$ cat config.mk
export PLATFORM = sky130hd
export DESIGN_NAME = pattern_serializer_fsm_flat
export DESIGN_NICKNAME = d
export VERILOG_FILES = /design/src/rtl/pattern_serializer_fsm_pkg.sv /design/src/rtl/pattern_serializer_fsm_if.sv /design/src/rtl/pattern_serializer_fsm.sv /design/src/flat_wrapper.sv
export SDC_FILE = /design/constraint.sdc
export NUM_CORES = 1
export LEC_CHECK = 0
export ABC_AREA = 1
export CAP_MARGIN = 20
export CORE_MARGIN = 2
export CORE_UTILIZATION = 35
export DETAILED_ROUTE_END_ITERATION = 10
export PLACE_DENSITY = 0.55
export RECOVER_POWER = 25
export SLEW_MARGIN = 10
export SYNTH_ARGS = -nofsm -noshare
export SYNTH_HDL_FRONTEND = slang
export SYNTH_SLANG_ARGS = --single-unit
$ cat constraint.sdc
create_clock -name clk -period 2.2 [get_ports clk]
set_clock_uncertainty 0.2 [all_clocks]
set_input_delay 0.22 -clock clk [delete_from_list [all_inputs] [get_ports clk]]
set_output_delay 0.22 -clock clk [all_outputs]
set_load 0.01 [all_outputs]
$ cat src/rtl/pattern_serializer_fsm_pkg.sv
// Shared definitions for the pattern serializer.
//   - State codes for the IDLE/SEND/DONE controller (2-bit; code 3 is illegal).
//   - Default widths for the pattern, the length field and the repeat field.
//   - norm_len(): maps a requested length onto the number of bits actually sent.
package pattern_serializer_fsm_pkg;

    localparam int DEF_WIDTH = 8;
    localparam int DEF_LEN_W = 4;
    localparam int DEF_REP_W = 4;

    typedef logic [1:0] state_t;

    localparam state_t IDLE = 2'd0;
    localparam state_t SEND = 2'd1;
    localparam state_t DONE = 2'd2;

    // A length of 0, or anything longer than the pattern register, means
    // "send the whole register".
    function automatic int norm_len(input int len, input int width);
        if ((len == 0) || (len > width)) begin
            return width;
        end
        return len;
    endfunction

endpackage

$ cat src/rtl/pattern_serializer_fsm_if.sv
// Load-side bus of the pattern serializer.
//   load_valid  : master -> slave, load request
//   load_ready  : slave -> master, serializer is idle and can take a pattern
//   load_data   : master -> slave, pattern word (bit [len-1] goes out first)
//   load_len    : master -> slave, bits per frame (0 or > WIDTH means WIDTH)
//   load_reps   : master -> slave, extra repetitions of the frame
// master = the agent supplying patterns, slave = the serializer.
interface pattern_serializer_fsm_if
    import pattern_serializer_fsm_pkg::*;
#(
    parameter int WIDTH = DEF_WIDTH,
    parameter int LEN_W = DEF_LEN_W,
    parameter int REP_W = DEF_REP_W
) ();

    logic             load_valid;
    logic             load_ready;
    logic [WIDTH-1:0] load_data;
    logic [LEN_W-1:0] load_len;
    logic [REP_W-1:0] load_reps;

    modport master (
        output load_valid,
        output load_data,
        output load_len,
        output load_reps,
        input  load_ready
    );

    modport slave (
        input  load_valid,
        input  load_data,
        input  load_len,
        input  load_reps,
        output load_ready
    );

endinterface

$ cat src/rtl/pattern_serializer_fsm.sv
// Serial pattern transmitter. Takes a parallel pattern over the load bus and
// shifts it out MSB-first (bit [len-1] first) on x, repeating the frame
// load_reps extra times back-to-back with no gap cycle.
// Ports:
//   clk          : rising-edge clock
//   reset        : asynchronous active-high reset
//   ld           : load bus (slave side), see pattern_serializer_fsm_if
//   hold         : stalls transmission while high in SEND (no bit lost)
//   x            : serial data bit (registered)
//   x_valid      : x carries a new bit this cycle (registered)
//   frame_start  : first bit of each repetition (registered)
//   done         : one-cycle pulse together with the final bit (state decode)
module pattern_serializer_fsm
    import pattern_serializer_fsm_pkg::*;
#(
    parameter int WIDTH = DEF_WIDTH,
    parameter int LEN_W = DEF_LEN_W,
    parameter int REP_W = DEF_REP_W
) (
    input  logic                      clk,
    input  logic                      reset,
    pattern_serializer_fsm_if.slave   ld,
    input  logic                      hold,
    output logic                      x,
    output logic                      x_valid,
    output logic                      frame_start,
    output logic                      done
);

    // bit_idx and len share the LEN_W-bit field, so it must be able to hold WIDTH.
    if ((2 ** LEN_W) <= WIDTH) begin : g_bad_len_w
        $error("LEN_W too small to hold WIDTH");
    end

    localparam logic [LEN_W-1:0] LEN_ONE = LEN_W'(1);
    localparam logic [REP_W-1:0] REP_ONE = REP_W'(1);

    state_t           state_q, state_d;
    logic [WIDTH-1:0] pat_q, pat_d;
    logic [LEN_W-1:0] len_q, len_d;
    logic [LEN_W-1:0] bit_idx_q, bit_idx_d;
    logic [REP_W-1:0] rep_cnt_q, rep_cnt_d;
    logic             x_q, x_d;
    logic             x_valid_q, x_valid_d;
    logic             frame_start_q, frame_start_d;

    logic [LEN_W-1:0] len_norm;
    logic [WIDTH-1:0] pat_shift;
    logic             last_bit;

    assign len_norm  = LEN_W'(norm_len(int'(ld.load_len), WIDTH));
    // Shift instead of a variable bit-select so the index width never matters.
    assign pat_shift = pat_q >> bit_idx_q;
    // Final bit of the final repetition is being emitted on this edge.
    assign last_bit  = (bit_idx_q == '0) && (rep_cnt_q == '0);

    // ------------------------------------------------------------------
    // State register
    // ------------------------------------------------------------------
    always_ff @(posedge clk or posedge reset) begin
        if (reset) begin
            state_q <= IDLE;
        end else begin
            state_q <= state_d;
        end
    end

    // ------------------------------------------------------------------
    // Next-state logic
    // ------------------------------------------------------------------
    always_comb begin
        state_d = state_q;
        case (state_q)
            IDLE: begin
                if (ld.load_valid) begin
                    state_d = SEND;
                end
            end
            SEND: begin
                if (!hold && last_bit) begin
                    state_d = DONE;
                end
            end
            DONE: begin
                state_d = IDLE;
            end
            default: begin
                state_d = IDLE;
            end
        endcase
    end

    // ------------------------------------------------------------------
    // Datapath next values
    // ------------------------------------------------------------------
    always_comb begin
        pat_d         = pat_q;
        len_d         = len_q;
        bit_idx_d     = bit_idx_q;
        rep_cnt_d     = rep_cnt_q;
        x_d           = x_q;
        x_valid_d     = x_valid_q;
        frame_start_d = frame_start_q;

        case (state_q)
            IDLE: begin
                x_d           = 1'b0;
                x_valid_d     = 1'b0;
                frame_start_d = 1'b0;
                if (ld.load_valid) begin
                    pat_d     = ld.load_data;
                    len_d     = len_norm;
                    rep_cnt_d = ld.load_reps;
                    bit_idx_d = len_norm - LEN_ONE;
                end
            end
            SEND: begin
                if (hold) begin
                    // Stall: x keeps its last value, counters are frozen.
                    x_valid_d     = 1'b0;
                    frame_start_d = 1'b0;
                end else begin
                    x_d           = pat_shift[0];
                    x_valid_d     = 1'b1;
                    frame_start_d = (bit_idx_q == (len_q - LEN_ONE));
                    if (bit_idx_q != '0) begin
                        bit_idx_d = bit_idx_q - LEN_ONE;
                    end else if (rep_cnt_q != '0) begin
                        // Wrap straight into the next repetition, no gap cycle.
                        rep_cnt_d = rep_cnt_q - REP_ONE;
                        bit_idx_d = len_q - LEN_ONE;
                    end
                end
            end
            DONE: begin
                x_d           = 1'b0;
                x_valid_d     = 1'b0;
                frame_start_d = 1'b0;
            end
            default: begin
                x_d           = 1'b0;
                x_valid_d     = 1'b0;
                frame_start_d = 1'b0;
            end
        endcase
    end

    // ------------------------------------------------------------------
    // Datapath registers
    // ------------------------------------------------------------------
    always_ff @(posedge clk or posedge reset) begin
        if (reset) begin
            pat_q         <= '0;
            len_q         <= '0;
            bit_idx_q     <= '0;
            rep_cnt_q     <= '0;
            x_q           <= 1'b0;
            x_valid_q     <= 1'b0;
            frame_start_q <= 1'b0;
        end else begin
            pat_q         <= pat_d;
            len_q         <= len_d;
            bit_idx_q     <= bit_idx_d;
            rep_cnt_q     <= rep_cnt_d;
            x_q           <= x_d;
            x_valid_q     <= x_valid_d;
            frame_start_q <= frame_start_d;
        end
    end

    // ------------------------------------------------------------------
    // Outputs
    // ------------------------------------------------------------------
    assign ld.load_ready = (state_q == IDLE);
    assign done          = (state_q == DONE);
    assign x             = x_q;
    assign x_valid       = x_valid_q;
    assign frame_start   = frame_start_q;

endmodule

$ cat src/flat_wrapper.sv
// flat-port wrapper written by rule: the top's interface ports become plain ports
module pattern_serializer_fsm_flat import pattern_serializer_fsm_pkg::*;
#(
    parameter int WIDTH = DEF_WIDTH,
    parameter int LEN_W = DEF_LEN_W,
    parameter int REP_W = DEF_REP_W
)
  (clk, reset, hold, x, x_valid, frame_start, done, ld_load_valid, ld_load_data, ld_load_len, ld_load_reps, ld_load_ready);
  pattern_serializer_fsm_if #(.WIDTH(WIDTH), .LEN_W(LEN_W), .REP_W(REP_W)) ld_i ();
  input  logic clk;
  input  logic reset;
  input  logic hold;
  output logic x;
  output logic x_valid;
  output logic frame_start;
  output logic done;
  input wire logic [$bits(ld_i.load_valid)-1:0] ld_load_valid;
  input wire logic [$bits(ld_i.load_data)-1:0] ld_load_data;
  input wire logic [$bits(ld_i.load_len)-1:0] ld_load_len;
  input wire logic [$bits(ld_i.load_reps)-1:0] ld_load_reps;
  output wire logic [$bits(ld_i.load_ready)-1:0] ld_load_ready;
  assign ld_i.load_valid = ld_load_valid;
  assign ld_i.load_data = ld_load_data;
  assign ld_i.load_len = ld_load_len;
  assign ld_i.load_reps = ld_load_reps;
  assign ld_load_ready = ld_i.load_ready;
  pattern_serializer_fsm #(.WIDTH(WIDTH), .LEN_W(LEN_W), .REP_W(REP_W)) u_core (.clk(clk), .reset(reset), .ld(ld_i), .hold(hold), .x(x), .x_valid(x_valid), .frame_start(frame_start), .done(done));
endmodule
==> results of run 1 <==
routing by layer:
metal	track usage (%)	up-vias	wire, µm
met5	0	-	0
met4	5.13	0	51
met3	2.60	5	83
met2	24.1	18	1480
met1	21.3	599	1660
li1	-	755	-
area by class of cell:
type	instances	area, µm²	share of cell area (%)
flip-flops and latches	25	626	33.4
well taps	50	62.6	3.34
clock buffers	3	41.3	2.21
inverters	24	90.1	4.82
repair buffers	27	259	13.8
multi-input cells	174	787	42.1
clock inverters	1	5.00	0.268
sequential cells by signal (all words and copies together) (netlist names):
signal	count
u_core.bit_idx_q	4
u_core.frame_start	1
u_core.len_q	4
u_core.pat_q	8
u_core.rep_cnt_q	4
u_core.state_q	2
u_core.x	1
u_core.x_valid	1
stage by stage:
stage	hold slack [ns]	setup WS [ns]
2_1_floorplan	0.0473	0.585
3_3_place_gp	0.264	0.385
3_5_place_dp	0.268	0.357
4_1_cts	0.101	0.347
5_1_grt	0.282	0.138
6_report	0.270	0.358
cells by family after synthesis:
logic type	count (synthesis)
AOI/OAI and AO/OA	8
DFF	25
and+or+nand+nor	160
xor gates and xnor gates	1
adders and majority gates	5
buffers and inverters	27
path summary, 6_finish.rpt:
kind	slack (ns)	startpoint	endpoint
max	0.36	u_core.state_q[1]	done
max in group asynchronous	0.47	reset	u_core.len_q[1]
min in group asynchronous	0.51	reset	u_core.rep_cnt_q[0]
min	0.27	ld_load_data[2]	u_core.pat_q[2]
min reg2reg	0.29	u_core.pat_q[3]	u_core.pat_q[3]
max reg2reg	0.45	u_core.bit_idx_q[1]	u_core.bit_idx_q[1]
critical path, cell delays in order (launching register included):
cell and delay [ns]:
sky130_fd_sc_hd__dfrtp_1 0.43, sky130_fd_sc_hd__inv_1 0.09, sky130_fd_sc_hd__nor2_1 0.09, sky130_fd_sc_hd__clkdlybuf4s50_1 0.53
placed cells by master, fill, tap and decap left out, types with 2 or more instances in the layout:
cell / netlist / final
sky130_fd_sc_hd__buf_4: 1 / 2
sky130_fd_sc_hd__clkbuf_8: 0 / 3
sky130_fd_sc_hd__clkdlybuf4s50_1: 0 / 24
sky130_fd_sc_hd__dfrtp_1: 25 / 25
sky130_fd_sc_hd__ha_1: 5 / 5
sky130_fd_sc_hd__inv_1: 21 / 21
sky130_fd_sc_hd__inv_2: 2 / 2
sky130_fd_sc_hd__nand2_1: 110 / 110
sky130_fd_sc_hd__nand3_1: 22 / 22
sky130_fd_sc_hd__nand3_2: 2 / 2
sky130_fd_sc_hd__nor2_1: 16 / 16
sky130_fd_sc_hd__nor2_2: 2 / 2
sky130_fd_sc_hd__o21ai_0: 7 / 7
sky130_fd_sc_hd__or2_2: 2 / 2
report_power, final:
group          switching [mW]  internal, mW
sequential              0.180         0.650
combinational           0.729         0.501
clock                   0.153         0.127
total                    1.06          1.28
==> flow_metrics.env, run 1 <==
export IMPL_run_status="finished clean"
export IMPL_max_cap_viol_count=0
export IMPL_placement_io_buffers=24
export IMPL_synth_top_flop_cell="sky130_fd_sc_hd__dfrtp_1"
export IMPL_postCtsSetupRepairBufs=0
export IMPL_avgRoutedWirePerCell_um=10.8
export IMPL_clk_latency_ns=0.27
export IMPL_final_setup_tns_ns=0
export IMPL_route_final_wire_length_um=3280
export IMPL_synth_edff_count=0
export IMPL_placeable_area_um2=4090
export IMPL_cts_root_buffer="sky130_fd_sc_hd__clkbuf_8"
export IMPL_worst_slew_margin_relative_to_its_limit_pct=5.77
export IMPL_critical_path_required_ns=1.78
export IMPL_drtIter0Drc=62
export IMPL_synthSimpleGateAreaFrac_pct=44.4
export IMPL_syn_cell_area_um2=1520
export IMPL_netlist_top_cells_area="sky130_fd_sc_hd__dfrtp_1, sky130_fd_sc_hd__nand2_1, sky130_fd_sc_hd__nand3_1"
export IMPL_min_period_ns=1.84
export IMPL_synth_top_cell_area_share_pct=41.2
export IMPL_critical_path_endpoint_type="output port"
export IMPL_synth_ff_latch_count=25
export IMPL_dieArea_um2=4890
export IMPL_rsz_0062_raised_after_global_routing="no"
export IMPL_synth_commonest_cells="sky130_fd_sc_hd__nand2_1, sky130_fd_sc_hd__dfrtp_1, sky130_fd_sc_hd__nand3_1"
export IMPL_number_of_nets_with_antenna_violations_after_routing=0
export IMPL_share_of_layout_cells_above_drive_strength_1_pct=6.69
export IMPL_vdd_ir_drop_worst_v=0.000427
export IMPL_post_synth_top_count_cell="sky130_fd_sc_hd__nand2_1"
export IMPL_timing_setup_critical_path_class="flop to output port"
export IMPL_worstSetupStartpointType="flop"
export IMPL_finalCoreUtilization_pct=45.8
export IMPL_cts_buffers_inserted=3
export IMPL_syn2layout_area_growth_pct=23.0
export IMPL_die_x_um=69.9
export IMPL_tightest_slew_ns=1.41
export IMPL_rr_worst_depth=8
export IMPL_post_drt_via_cell_ratio=4.53
export IMPL_rows=23
export IMPL_final_min_period_over_clock_period_pct=83.7
export IMPL_clkSlewWorstSetupHoldPaths_ns=0.09
export IMPL_finalHoldViolations=0
export IMPL_num_vias=1377
export IMPL_fillers=469
export IMPL_postLayoutCellArea_um2=1870
export IMPL_synth_seq_area_share_pct=41.2
export IMPL_muxShareOfSynthArea_pct=0
export IMPL_diodes=0
export IMPL_yosysWarnings=0
export IMPL_design_portCount=25
export IMPL_grt_antenna_before_repair=0
export IMPL_grt_pass1_wl_um=5990
export IMPL_chipHeight_um=69.9
export IMPL_cts_repair_resize_count=0
export IMPL_initial_utilization_pct=37.2
export IMPL_finalNetCount=280
export IMPL_grt_overflow_total=0
export IMPL_grt_util_all_layers_pct=15.3
export IMPL_pin_count_of_the_biggest_net_entering_global_routing=26
export IMPL_clock_sinks=25
export IMPL_cts_tree="built"
export IMPL_clk_path_buf_depth=2
export IMPL_postSynth_asyncResetShare_pct=100
export IMPL_highest_net_fanout_along_the_worst_path=3
export IMPL_dp_cells=300
export IMPL_gp_routability_congestion=0.849
export IMPL_fin_cells=304
export IMPL_p_total_mw=2.34
export IMPL_compound_cell_area_share_of_the_yosys_netlist_pct=2.63
export IMPL_holdBufCountCts=0
export IMPL_drc=0
export IMPL_grt_pass1_vias=1316
export IMPL_max_h_tree_level=1
export IMPL_synthesized_netlist_net_count=251
export IMPL_power_per_cell_area_nw_per_um2=1250
export IMPL_yosys_area_share_xor_xnor_pct=0.576
export IMPL_hold_depth=3
export IMPL_post_synth_num_cell_types=22
export IMPL_fmax_ghz=0.543
export IMPL_postSynthAreaPerCell_um2=6.73
export IMPL_placed_cell_area_um2=1830
export IMPL_first_pass_iters=4
export IMPL_holdCritPathClass="input port to flop"
export IMPL_synth_top_family_by_area="simple AND/OR/NAND/NOR gates"
export IMPL_yosys_area_share_adder_pct=4.12
export IMPL_hpwlAfterDp_um=2470
export IMPL_timing_final_setup_violations=0
export IMPL_synth_top_area_cell="sky130_fd_sc_hd__dfrtp_1"
export IMPL_syn_inst=226
export IMPL_critPathArrivalTime_ns=1.42
export IMPL_report_final_slew_viol_count=0
export IMPL_p_leak_nw=1.00
No activity file was read; power rests on OpenSTA's default activity.
==> inputs of run 2 (changes only) <==
Settings changed: PLACE_DENSITY 0.55 to 0.57.
Clock period 2.2 ns to 1.5 ns, I/O delays scaled along.
==> run 2 against run 1 <==
Compared with the run above:
- first-iteration DRC count shrank 18%
- core utilization up 8.6 points
- hold slack got worse by 0.26 ns
- count of clock-buffer cells in the layout unchanged
- routed wire length rose by 8.7%
- global-route usage up 0.58 points
- critical path type is now flop to flop
==> flow_metrics.env, run 2 (same netlist as run 1, synthesis figures left out) <==
export IMPL_grt_overflow_total=0
export IMPL_timing_final_setup_violations=0
export IMPL_run_status="finished clean"
export IMPL_pin_count_of_the_biggest_net_entering_global_routing=26
export IMPL_critical_path_endpoint_type="flop"
export IMPL_post_drt_via_cell_ratio=4.55
export IMPL_cp_cell_sequence="clkinv_2 > ha_4 > nand2_2 > nand2_1 > nand3_4 > inv_2 > nand2_1 > nand2_1"
export IMPL_power_share_sequential_pct=27.3
export IMPL_vdd_ir_drop_worst_v=0.000845
export IMPL_holdCritPathClass="input port to flop"
export IMPL_hpwlAfterDp_um=2700
export IMPL_clk_latency_ns=0.27
export IMPL_syn2layout_area_growth_pct=46.1
export IMPL_grt_pass1_vias=1455
export IMPL_critPathArrivalTime_ns=1.43
export IMPL_rsz_0062_raised_after_global_routing="yes"
export IMPL_diodes=0
export IMPL_fmax_ghz=0.688
export IMPL_drc=0
export IMPL_highest_net_fanout_along_the_worst_path=5
export IMPL_number_of_nets_with_antenna_violations_after_routing=0
export IMPL_power_switching_mw=1.85
export IMPL_holdBufCountCts=0
export IMPL_r2r_path_start="u_core.bit_idx_q[0]"
export IMPL_use_met3_pct=3.75
export IMPL_cts_root_buffer="sky130_fd_sc_hd__clkbuf_8"
export IMPL_min_period_ns=1.45
export IMPL_dp_cells=323
export IMPL_die_x_um=69.9
export IMPL_first_pass_iters=4
export IMPL_path_common_cell="sky130_fd_sc_hd__nand2_1"
export IMPL_layout_common_cells="sky130_fd_sc_hd__nand2_1, sky130_fd_sc_hd__buf_4, sky130_fd_sc_hd__dfrtp_1, sky130_fd_sc_hd__nand3_1, sky130_fd_sc_hd__clkdlybuf4s50_1"
export IMPL_grt_util_all_layers_pct=15.9
export IMPL_worst_hold_startpoint="ld_load_len[3]"
export IMPL_finalHoldViolations=0
export IMPL_drtIter0Drc=51
export IMPL_p_comb_share_pct=62.8
export IMPL_worstSetupStartpointType="flop"
export IMPL_avgRoutedWirePerCell_um=10.8
export IMPL_tightest_slew_ns=0.632
export IMPL_intPower_mw=2.35
export IMPL_rows=23
export IMPL_power_per_cell_area_nw_per_um2=1890
export IMPL_initial_utilization_pct=37.2
export IMPL_report_final_slew_viol_count=0
export IMPL_clock_sinks=25
export IMPL_max_h_tree_level=1
export IMPL_design_portCount=25
export IMPL_finalCoreUtilization_pct=54.3
export IMPL_mostFrequentLayoutCell="sky130_fd_sc_hd__nand2_1"
export IMPL_critical_path_required_ns=1.47
export IMPL_finalNetCount=307
export IMPL_met2_capacity_usage_during_global_routing_pct=26.3
export IMPL_share_of_layout_cells_above_drive_strength_1_pct=25.6
export IMPL_clkSlewWorstSetupHoldPaths_ns=0.09
export IMPL_clk_network_pwr_share_pct=9.9
export IMPL_reg2reg_slack_ns=0.05
export IMPL_slowest_stage="sky130_fd_sc_hd__dfrtp_1"
export IMPL_top_register="u_core.pat_q"
export IMPL_clk_path_buf_depth=2
export IMPL_grt_antenna_before_repair=0
export IMPL_slowest_delay_ns=0.37
export IMPL_critical_path_startpoint="u_core.bit_idx_q[0]"
export IMPL_p_leak_nw=1.19
export IMPL_route_final_wire_length_um=3560
export IMPL_switching_share_of_power_pct=44.0
export IMPL_largest_register_ff_count=8
export IMPL_final_min_period_over_clock_period_pct=97.0
export IMPL_placeable_area_um2=4090
export IMPL_dieArea_um2=4890
export IMPL_cts_buffers_inserted=3
export IMPL_max_cap_viol_count=0
export IMPL_worst_slew_margin_relative_to_its_limit_pct=57.9
export IMPL_placement_io_buffers=24
export IMPL_grt_util_met1_pct=20.9
export IMPL_fin_cells=331
export IMPL_chipHeight_um=69.9
export IMPL_cts_tree="built"
export IMPL_timing_setup_critical_path_class="flop to flop"
export IMPL_gp_routability_congestion=0.879
export IMPL_num_vias=1506
export IMPL_grt_pass1_wl_um=6320
export IMPL_grt_most_used_layer="met2"
==> run 2: cell types whose count changed in the layout (fill, tap and decap cells not counted), sizes merged <==
cell,before,now
buf,2,29
dlygate4sd2,0,1
clkdlybuf4s50,24,17
clkdlybuf4s15,0,1
clkinvlp,0,1
clkbuf,4,5
dlygate4sd3,0,1
dlymetal6s2s,0,3
clkinv,2,1
==> run 2: per-stage QoR <==
stage	total power, mW	TNS, ns	cell area (µm²)	hold slack [ns]	worst slack [ns]
floorplan	2.61	0	1540	-0.0227	0.0208
global placement	3.44	-0.402	2030	0.266	-0.205
detailed placement	3.44	-0.484	2030	0.267	-0.235
CTS	3.89	-0.0102	2090	0.0289	-0.00908
global route	4.69	-0.190	2220	0.0531	-0.0374
finish	4.20	0	2220	0.00581	0.0455
==> run 2: path summary, 6_finish.rpt <==
path                                  endpoint  depth (start not counted)
max                        u_core.rep_cnt_q[3]                          8
min                            u_core.len_q[3]                          3
max reg2reg                u_core.rep_cnt_q[3]                          8
min reg2reg                    u_core.pat_q[4]                          2
max in group asynchronous      u_core.len_q[2]                          3
min in group asynchronous  u_core.rep_cnt_q[0]                          3
==> run 2: critical path: cells and delay by family (launching register included) <==
family                     cells  cell delay, ns
DFF                            1            0.37
and+or+nand+nor                5            0.45
adders and majority gates      1            0.18
buffers and inverters          2            0.14
==> run 2: power groups by stage <==
stage	combinational (mW)	sequential [mW]	clock, mW
after floorplan	1.46	1.15	0
after global placement	2.29	1.15	0
after detailed placement	2.29	1.15	0
after CTS	2.33	1.13	0.430
after global routing	3.04	1.18	0.471
final	2.64	1.15	0.415
==> run 2: cell type report <==
| type | instances | area (µm²) |
|---|---|---|
| fill | 393 | 1870 |
| multi-input combinational | 174 | 908 |
| sequential | 25 | 626 |
| timing repair buffer | 54 | 484 |
| inverter | 24 | 91.3 |
| tap | 50 | 62.6 |
| clock buffer | 3 | 41.3 |
| clock inverter | 1 | 7.51 |
==> run 2: what timing repair did <==
action                     CTS  global route
pin swaps                    0            10
setup buffers                1             3
resized for setup            7            34
setup endpoints to repair    6            15
==> run 2: routing by layer <==
metal,routed length [µm],vias to the layer above
li1,-,808
met1,1720,677
met2,1700,17
met3,103,4
met4,32,0
met5,0,-
==> inputs of run 3 (changes only) <==
Settings changed: CORE_UTILIZATION 35 to 47, PLACE_DENSITY 0.57 to 0.75.
==> run 3 against run 2 <==
Compared with the run above:
- core utilization increased by 15 points
- hold slack improved by 0.13 ns
- maximum frequency decreased by 3.0%
- critical path depth increased by 1
- routed wire length decreased by 4.1%
- flip-flop and latch count unchanged
- sequential power about the same
- die area decreased by 24%
- total power decreased by 6.7%
- count of clock-buffer cells in the layout increased by 1
- register-to-register slack got worse by 0.04 ns
==> flow_metrics.env, run 3 (same netlist as run 1, synthesis figures left out) <==
export IMPL_cts_tree="built"
export IMPL_share_of_layout_cells_above_drive_strength_1_pct=21.5
export IMPL_die_x_um=60.9
export IMPL_placement_io_buffers=24
export IMPL_diodes=0
export IMPL_rr_worst_depth=9
export IMPL_critical_path_required_ns=1.58
export IMPL_power_per_cell_area_nw_per_um2=1850
export IMPL_grt_pass1_vias=1273
export IMPL_cts_buffers_inserted=3
export IMPL_clkSlewWorstSetupHoldPaths_ns=0.13
export IMPL_grt_antenna_before_repair=0
export IMPL_rr_endpoint="u_core.bit_idx_q[2]"
export IMPL_holdCritPathClass="input port to flop"
export IMPL_clk_path_buf_depth=2
export IMPL_post_drt_via_cell_ratio=4.65
export IMPL_gp_routability_congestion=0.882
export IMPL_rows=20
export IMPL_rsz_0062_raised_after_global_routing="yes"
export IMPL_syn2layout_area_growth_pct=38.8
export IMPL_reg2reg_slack_ns=0.001
export IMPL_final_setup_worst_slack_ns=0.00122
export IMPL_dieArea_um2=3710
export IMPL_grt_overflow_total=0
export IMPL_pin_count_of_the_biggest_net_entering_global_routing=26
export IMPL_whs_ns=0.134
export IMPL_largest_register_ff_count=8
export IMPL_clk_latency_ns=0.33
export IMPL_critPathArrivalTime_ns=1.58
export IMPL_vdd_ir_drop_worst_v=0.000839
export IMPL_layout_common_cells="sky130_fd_sc_hd__nand2_1, sky130_fd_sc_hd__buf_4, sky130_fd_sc_hd__dfrtp_1, sky130_fd_sc_hd__nand3_1, sky130_fd_sc_hd__clkdlybuf4s50_1"
export IMPL_route_final_wire_length_um=3410
export IMPL_p_leak_nw=1.13
export IMPL_dp_cells=314
export IMPL_run_status="finished clean"
export IMPL_number_of_nets_with_antenna_violations_after_routing=0
export IMPL_num_vias=1503
export IMPL_grt_pass1_wl_um=5520
export IMPL_r2r_path_start="u_core.bit_idx_q[1]"
export IMPL_cts_root_buffer="sky130_fd_sc_hd__clkbuf_4"
export IMPL_critical_path_startpoint="u_core.bit_idx_q[1]"
export IMPL_finalCoreUtilization_pct=69.1
export IMPL_first_pass_iters=4
export IMPL_chipHeight_um=60.9
export IMPL_grt_util_all_layers_pct=20.3
export IMPL_initial_utilization_pct=49.8
export IMPL_fin_cells=323
export IMPL_drc=0
export IMPL_finalHoldViolations=0
export IMPL_highest_net_fanout_along_the_worst_path=5
export IMPL_top_register="u_core.pat_q"
export IMPL_avgRoutedWirePerCell_um=10.6
export IMPL_fmax_ghz=0.667
export IMPL_design_portCount=25
export IMPL_drtIter0Drc=60
export IMPL_timing_setup_critical_path_class="flop to flop"
export IMPL_finalNetCount=305
export IMPL_hpwlAfterDp_um=2520
export IMPL_tightest_slew_ns=0.352
export IMPL_max_h_tree_level=1
export IMPL_min_period_ns=1.50
export IMPL_placeable_area_um2=3050
export IMPL_timing_final_setup_violations=0
export IMPL_crit_path_end="u_core.bit_idx_q[2]"
export IMPL_worstSetupStartpointType="flop"
export IMPL_max_cap_viol_count=0
export IMPL_pre_cts_slack_ns=-0.230
export IMPL_worst_slew_margin_relative_to_its_limit_pct=76.5
export IMPL_clock_sinks=25
export IMPL_critical_path_endpoint_type="flop"
export IMPL_final_min_period_over_clock_period_pct=99.9
export IMPL_mostFrequentLayoutCell="sky130_fd_sc_hd__nand2_1"
export IMPL_report_final_slew_viol_count=0
export IMPL_p_total_mw=3.92
-- run 3: cell types whose count changed in the layout (fill, tap and decap cells not counted), moves of 2 or more --
cell and delta:
sky130_fd_sc_hd__buf_2 +2, sky130_fd_sc_hd__clkbuf_2 -2, sky130_fd_sc_hd__clkbuf_4 +4, sky130_fd_sc_hd__clkbuf_8 -3
sky130_fd_sc_hd__dlygate4sd2_1 +2, sky130_fd_sc_hd__dlymetal6s2s_1 -3, sky130_fd_sc_hd__ha_1 +2, sky130_fd_sc_hd__nand2_1 +4
sky130_fd_sc_hd__nand2_2 -4
-- run 3: final cells by class --
type | count | area (µm²)
inverters | 24 | 91.3
clock buffers | 4 | 26.3
flip-flops and latches | 25 | 626
repair buffers | 52 | 443
fillers | 280 | 942
well taps | 44 | 55.1
multi-input cells | 174 | 870
-- run 3: how the worst min path moves through the flow --
stage,startpoint,endpoint,slack (ns),cells past startpoint
after floorplan,reset,u_core.bit_idx_q[0],-0.02,1
after global placement,u_core.pat_q[1],u_core.pat_q[1],0.26,2
after detailed placement,u_core.pat_q[3],u_core.pat_q[3],0.27,2
after CTS,ld_load_data[0],u_core.pat_q[0],0.13,3
after global routing,ld_load_data[7],u_core.pat_q[7],0.15,3
final,ld_load_data[0],u_core.pat_q[0],0.13,3
-- run 3: power by group --
part	total (mW)	leakage [nW]	internal, mW	switching, mW
Sequential	1.14	0.313	0.951	0.190
Combinational	2.46	0.803	1.10	1.36
Clock	0.311	0.0150	0.105	0.207
Total	3.92	1.13	2.16	1.76
-- run 3: repair_timing --
item / CTS / global route
hold buffers: 1 / 0
endpoints found under the setup margin: 8 / 14
buffers inserted: 1 / 3
pin swaps: 0 / 5
resized for setup: 14 / 18
endpoints found under the hold margin: 25 / 0
-- run 3: routing by layer --
metal  global-route usage, %  vias to the layer above  wire length [µm]
met4                    7.45                        0                70
met2                    33.2                       30              1680
met3                    1.92                        5               104
met5                       0                        -                 0
li1                        -                      804                 -
met1                    28.0                      664              1560
-- run 3: stage by stage --
step / instance area [µm²] / TNS, ns
global placement: 1990 / -0.306
CTS: 2030 / 0
floorplan: 1540 / 0
global route: 2110 / -0.424
detailed placement: 1990 / -0.369
finish: 2110 / 0
-- run 3: worst max-delay path, cell delays in order (launching register included) --
cell and delay (ns):
sky130_fd_sc_hd__dfrtp_1 0.43, sky130_fd_sc_hd__inv_2 0.08, sky130_fd_sc_hd__ha_4 0.16, sky130_fd_sc_hd__nand2_2 0.08, sky130_fd_sc_hd__buf_4 0.14, sky130_fd_sc_hd__a21oi_1 0.13, sky130_fd_sc_hd__nand2_1 0.09, sky130_fd_sc_hd__nand2_1 0.06
sky130_fd_sc_hd__nand2_1 0.04, sky130_fd_sc_hd__nand2_1 0.05
